$ cat src/rtl/qr_pkg.sv
// Shared constants and types for the 8x4 Givens-rotation QR sequencer.
package qr_pkg;

  localparam int ROWS   = 8;
  localparam int COLS   = 4;
  localparam int ROW_W  = 3;
  localparam int COL_W  = 2;
  localparam int ELEM_W = ROW_W + COL_W;

  localparam logic [ELEM_W-1:0] ELEM_LAST = ELEM_W'(ROWS * COLS - 1);

  localparam logic CMD_VEC = 1'b1;
  localparam logic CMD_ROT = 1'b0;

  typedef enum logic [2:0] {
    ST_IDLE,
    ST_LOAD,
    ST_ISSUE,
    ST_DRAIN,
    ST_WRITE,
    ST_DONE
  } state_t;

endpackage

$ cat src/rtl/qr_cmd_gen.sv
// Walks the (j, i, k) loop nest that orders the vectoring and rotation commands.
module qr_cmd_gen
  import qr_pkg::*;
(
  input  logic             clk,
  input  logic             rst,
  input  logic             clear,
  input  logic             advance,
  output logic             cmd_vec,
  output logic [ROW_W-1:0] cmd_row_top,
  output logic [ROW_W-1:0] cmd_row_bot,
  output logic [COL_W-1:0] cmd_col,
  output logic             last
);

  logic [COL_W-1:0] col_j;
  logic [ROW_W-1:0] row_i;
  logic [COL_W-1:0] col_k;
  logic             is_vec;

  always_ff @(posedge clk) begin
    if (rst || clear) begin
      col_j  <= '0;
      row_i  <= ROW_W'(ROWS - 1);
      col_k  <= '0;
      is_vec <= CMD_VEC;
    end else if (advance) begin
      if (is_vec && (col_j != COL_W'(COLS - 1))) begin
        is_vec <= CMD_ROT;
        col_k  <= col_j + COL_W'(1);
      end else if (!is_vec && (col_k != COL_W'(COLS - 1))) begin
        col_k <= col_k + COL_W'(1);
      end else begin
        // Row pair finished: step up one pair, or move to the next column.
        is_vec <= CMD_VEC;
        if (row_i > (ROW_W'(col_j) + ROW_W'(1))) begin
          row_i <= row_i - ROW_W'(1);
        end else begin
          col_j <= col_j + COL_W'(1);
          row_i <= ROW_W'(ROWS - 1);
        end
      end
    end
  end

  assign cmd_vec     = is_vec;
  assign cmd_row_top = row_i - ROW_W'(1);
  assign cmd_row_bot = row_i;
  assign cmd_col     = is_vec ? col_j : col_k;
  assign last        = is_vec && (col_j == COL_W'(COLS - 1)) && (row_i == ROW_W'(COLS));

endmodule

$ cat src/rtl/qr_rot_sched.sv
// QR sequencer: loads A, issues Givens commands to the CORDIC PE, writes back R.
//   state    | meaning
//   IDLE     | waiting for en
//   LOAD     | reading A row-major into the register file
//   ISSUE    | presenting the 60 commands under the hazard rules
//   DRAIN    | waiting for outstanding commands to complete
//   WRITE    | writing R row-major to the R RAM
//   DONE     | valid held until en drops
module qr_rot_sched
  import qr_pkg::*;
#(
  parameter int MAX_OUT = 4
) (
  input  logic             clk,
  input  logic             rst,
  input  logic             en,
  output logic             rd_A,
  output logic [ROW_W-1:0] rd_A_row_addr,
  output logic [COL_W-1:0] rd_A_col_addr,
  output logic             cmd_valid,
  input  logic             cmd_ready,
  output logic             cmd_vec,
  output logic [ROW_W-1:0] cmd_row_top,
  output logic [ROW_W-1:0] cmd_row_bot,
  output logic [COL_W-1:0] cmd_col,
  input  logic             cmd_done,
  output logic             wr_R,
  output logic [ROW_W-1:0] wr_R_row_addr,
  output logic [COL_W-1:0] wr_R_col_addr,
  output logic             valid
);

  localparam int OUT_W = 3;

  state_t            state, state_next;
  logic [ELEM_W-1:0] elem_cnt;
  logic [OUT_W-1:0]  out_cnt;

  logic              gen_vec, gen_last, gen_clear;
  logic [ROW_W-1:0]  gen_top, gen_bot;
  logic [COL_W-1:0]  gen_col;

  logic              hold_vec;
  logic [ROW_W-1:0]  hold_top, hold_bot;
  logic [COL_W-1:0]  hold_col;

  logic              issue_ok, handshake, done_credit, elem_last;

  assign gen_clear = (state == ST_IDLE);

  qr_cmd_gen u_cmd_gen (
    .clk         (clk),
    .rst         (rst),
    .clear       (gen_clear),
    .advance     (handshake),
    .cmd_vec     (gen_vec),
    .cmd_row_top (gen_top),
    .cmd_row_bot (gen_bot),
    .cmd_col     (gen_col),
    .last        (gen_last)
  );

  // A done pulse only frees a slot from the next cycle on.
  assign issue_ok    = gen_vec ? (out_cnt == '0) : (int'(out_cnt) < MAX_OUT);
  assign handshake   = cmd_valid && cmd_ready;
  assign done_credit = cmd_done && (out_cnt != '0);
  assign elem_last   = (elem_cnt == ELEM_LAST);

  always_comb begin
    state_next = state;
    rd_A       = 1'b0;
    wr_R       = 1'b0;
    valid      = 1'b0;
    cmd_valid  = 1'b0;
    unique case (state)
      ST_IDLE:  if (en) state_next = ST_LOAD;
      ST_LOAD: begin
        rd_A = 1'b1;
        if (elem_last) state_next = ST_ISSUE;
      end
      ST_ISSUE: begin
        cmd_valid = issue_ok;
        if (issue_ok && cmd_ready && gen_last) state_next = ST_DRAIN;
      end
      ST_DRAIN: if (out_cnt == '0) state_next = ST_WRITE;
      ST_WRITE: begin
        wr_R = 1'b1;
        if (elem_last) state_next = ST_DONE;
      end
      ST_DONE: begin
        valid = 1'b1;
        if (!en) state_next = ST_IDLE;
      end
      default: state_next = ST_IDLE;
    endcase
  end

  always_ff @(posedge clk) begin
    if (rst) begin
      state    <= ST_IDLE;
      elem_cnt <= '0;
      out_cnt  <= '0;
      hold_vec <= 1'b0;
      hold_top <= '0;
      hold_bot <= '0;
      hold_col <= '0;
    end else begin
      state <= state_next;
      if (state == ST_LOAD || state == ST_WRITE) elem_cnt <= elem_cnt + ELEM_W'(1);
      else elem_cnt <= '0;
      case ({handshake, done_credit})
        2'b10:   out_cnt <= out_cnt + OUT_W'(1);
        2'b01:   out_cnt <= out_cnt - OUT_W'(1);
        default: ;
      endcase
      if (cmd_valid) begin
        hold_vec <= gen_vec;
        hold_top <= gen_top;
        hold_bot <= gen_bot;
        hold_col <= gen_col;
      end
    end
  end

  // Fields keep showing the last presented command while nothing is offered.
  assign cmd_vec     = cmd_valid ? gen_vec : hold_vec;
  assign cmd_row_top = cmd_valid ? gen_top : hold_top;
  assign cmd_row_bot = cmd_valid ? gen_bot : hold_bot;
  assign cmd_col     = cmd_valid ? gen_col : hold_col;

  assign rd_A_row_addr = elem_cnt[ELEM_W-1:COL_W];
  assign rd_A_col_addr = elem_cnt[COL_W-1:0];
  assign wr_R_row_addr = elem_cnt[ELEM_W-1:COL_W];
  assign wr_R_col_addr = elem_cnt[COL_W-1:0];

endmodule

$ cat config.mk
export PLATFORM = sky130hd
export DESIGN_NAME = qr_rot_sched
export DESIGN_NICKNAME = d
export VERILOG_FILES = /design/src/rtl/qr_pkg.sv /design/src/rtl/qr_cmd_gen.sv /design/src/rtl/qr_rot_sched.sv
export SDC_FILE = /design/constraint.sdc
export NUM_CORES = 1
export LEC_CHECK = 0
export CAP_MARGIN = 40
export CORE_UTILIZATION = 56
export DETAILED_ROUTE_END_ITERATION = 8
export MAX_ROUTING_LAYER = met4
export PLACE_DENSITY = 0.91
export SETUP_SLACK_MARGIN = 0.5
export SLEW_MARGIN = 10
export SYNTH_ARGS = -nofsm -noshare
export SYNTH_HDL_FRONTEND = slang
export SYNTH_HIERARCHICAL = 1
export SYNTH_SLANG_ARGS = --single-unit
$ cat constraint.sdc
create_clock -name clk -period 3.9 [get_ports clk]
set_clock_uncertainty 0.1 [all_clocks]
set_input_delay 0.39 -clock clk [delete_from_list [all_inputs] [get_ports clk]]
set_output_delay 0.39 -clock clk [all_outputs]
set_load 0.02 [all_outputs]
==> out/results.ini <==
[timing]
period_share_pct = 83.7
fin_setup_tns_ns = 0
slew_headroom_pct = 55.4
rsz0062_at_grt = no
hold_viol = 0
setup_ws_ns = 0.638
timing.fmax_mhz = 307
worst-slew-pin-transition_ns = 0.668
slew_viol_final = 0
setup_viol = 0
min_period_ns = 3.26

[grt]
grt.overflow.total = 0
first_global_vias = 1295
gr-usage-all-layers_pct = 23.8
grt_antenna_before_repair = 0
grt_max_degree = 21
grt_pass1_wl_um = 5720

[worst_hold_path]
hold_class = reg -> reg
hold_end = u_cmd_gen/col_j[1]
hold_start = u_cmd_gen/col_j[1]
min_path_cells = 2

[floorplanning]
initial_core_util_pct = 59.3
boundaryPins = 28
die_y_um = 56.3
die-area_um2 = 3170
num_rows = 19
die_x_um = 56.3
core_area_um2 = 2780

[clock_tree]
cts.sinks = 28
clk_path_buf_depth = 2
clk_pin_slew_ns = 0.15
postCtsSetupBuffers = 0
cts-buffers-inserted = 3
cts_tree = built
htreeDepth = 1
clock_latency_ns = 0.33
cts_root_buf = clkbuf_4

[place]
gp_congestion = 0.790
dp_hpwl_um = 2520
pre_cts_ws_ns = 0.939
io_buffers = 27

[setup_path]
worstPathMaxFanout = 11
cp-end-kind = primary output
regToRegSetupSlack_ns = 0.98
cp_num_buf_inv = 1
cp_slowest_cell = dfxtp_1
r2r-end = out_cnt[2]
crit-reg2reg-launch = state[1]
slowest_delay_ns = 0.54
startpoint_type = register
reg2reg_depth = 9
cp_top_family = simple AND/OR/NAND/NOR gates
path_cells = or3b_4 -> nor3_4 -> mux2_2 -> clkdlybuf4s50_1
critical_path_required_ns = 3.41
critPathKind = reg -> out
cp.arrival_ns = 2.77

[routing]
drt_iter0_drc = 31
via_count = 1256
ant_nets = 0
drtPass1Iterations = 4
drt_wl_total_um = 3410
viasPerCell = 5.63
drc = 0
wl_per_cell_um = 15.3

[outcome]
outcome = completed

[logic_synthesis]
ys_types = 49
syn_nets = 187
synth-seq-cells = 28
synth_top_flop_cell = dfxtp_1
yosys.area_share.simple_pct = 22.8
synthArstFlopShare_pct = 0
syn_area_um2 = 1650
synthTopCellsByArea = dfxtp_1 (34%), mux2_4 (8.2%), ha_1 (7.6%), and2b_1 (3.6%), nor2_1 (3.2%)
synth_xor_area_share_pct = 3.19
synth.top_cell.area_share_pct = 34.0
yosysSeqAreaShare_pct = 34.0
synth_largest_area_cell = dfxtp_1
synthMuxAreaShare_pct = 13.4
synth-adder-area-share_pct = 8.80
synthCells = 171
synth_compound_area_share_pct = 10.5
synth_top_family_by_area = simple AND/OR/NAND/NOR gates
synth-edff-count = 0
yosysWarnings = 6
synth_area_per_cell_um2 = 9.64

[cells_and_area]
utilization_pct = 69.1
antenna_cells = 0
drive_above_1_share_pct = 14.1
fin_nets = 209
areaGrowthSynthToFinish_pct = 16.6

[run]
max_cap_viol_count = 0

[power]
powerDensity_nw_per_um2 = 238
vdd_ir_drop_max_v = 0.000262
leakagePower_nw = 0.809
fin_total_pwr_w = 0.000458

-- final cells by class --
| class | instances | area (um2) |
|---|---|---|
| Clock buffer | 4 | 36.3 |
| Fill cell | 200 | 858 |
| Inverter | 13 | 48.8 |
| Multi-Input combinational cell | 120 | 968 |
| Sequential cell | 28 | 561 |
| Tap cell | 31 | 38.8 |
| Timing Repair Buffer | 27 | 270 |
-- synthesized netlist by cell type, types with 3 or more instances --
| cell type | number |
|---|---|
| dfxtp_1 | 28 |
| nor2_1 | 14 |
| inv_1 | 13 |
| ha_1 | 10 |
| mux2_4 | 9 |
| and2b_1 | 8 |
| nor3_1 | 8 |
| nand2_1 | 7 |
| a21oi_1 | 6 |
| buf_4 | 5 |
| mux2_2 | 4 |
| mux2i_1 | 4 |
| xor2_1 | 4 |
| clkbuf_1 | 3 |
| nor2b_1 | 3 |
| o21ai_0 | 3 |
| o21ai_1 | 3 |
-- tightest hold or removal path, stage by stage, from the launching register on --
cell and delay [ns]:
dfxtp_1 0.36, nand2_1 0.06, mux2i_1 0.05
-- flip-flops by register name (all words and copies together) (netlist names) --
| register | cells |
|---|---|
| u_cmd_gen/cmd_vec | 1 |
| out_cnt | 3 |
| u_cmd_gen/col_k | 2 |
| hold_vec | 1 |
| hold_top | 3 |
| u_cmd_gen/cmd_row_bot | 3 |
| u_cmd_gen/col_j | 2 |
| elem_cnt | 5 |
| hold_col | 2 |
| state | 3 |
| hold_bot | 3 |
-- worst max-delay path by stage --
stage              from    endpoint  slack, ns  cells after the start
6_report       state[1]     cmd_vec       0.64                      4
5_1_grt        state[1]     cmd_vec       0.51                      4
4_1_cts        state[1]     cmd_vec       0.57                      4
3_5_place_dp   state[1]  out_cnt[2]       0.94                      9
3_3_place_gp   state[1]     cmd_vec       1.05                      4
2_1_floorplan  state[2]  out_cnt[2]       1.52                     11
-- placed cells by master, fill, tap and decap left out, types with 6 or more instances in the layout --
cell	synthesis	layout
nand2_1	7	7
clkdlybuf4s50_1	0	27
dfxtp_1	28	28
nor3_1	8	8
mux2_4	9	9
and2b_1	8	8
nor2_1	14	14
inv_1	13	13
a21oi_1	6	6
ha_1	10	10
-- metrics by stage --
stage	hold slack [ns]	instances	instance area (um2)
2_1_floorplan	0.351	171	1650
3_3_place_gp	0.356	219	1890
3_5_place_dp	0.392	219	1890
4_1_cts	0.411	223	1920
5_1_grt	0.429	223	1920
6_report	0.409	223	1920
-- what timing repair did --
action,in CTS,in global routing
hold buffers,0,0
gates resized for setup,0,0
setup endpoints to repair,0,1
-- kinds of logic (layout without fill, tap and decap cells) --
| family | Yosys count | in the layout |
|---|---|---|
| muxes | 17 | 17 |
| buffers and inverters | 23 | 44 |
| DFF | 28 | 28 |
| and+or+nand+nor | 63 | 63 |
| adders and majority gates | 11 | 11 |
| AOI/OAI and AO/OA | 23 | 23 |
| xor gates and xnor gates | 6 | 6 |
-- power by group --
group / internal (W) / leakage (nW) / switching (W) / total, W
Combinational: 0.0000127 / 0.562 / 0.0000141 / 0.0000269
Clock: 0.0000572 / 0.0210 / 0.0000828 / 0.000140
Sequential: 0.000288 / 0.226 / 0.00000361 / 0.000291
-- per-layer routing --
layer | vias to the layer above | GRT usage (%) | part of all wire, %
li1 | 625 | - | -
met1 | 610 | 28.4 | 44
met2 | 17 | 39.8 | 52
met3 | 4 | 4.15 | 2.6
met4 | 0 | 9.76 | 1.2
met5 | - | - | 0
(Power assumes the default switching activity.)
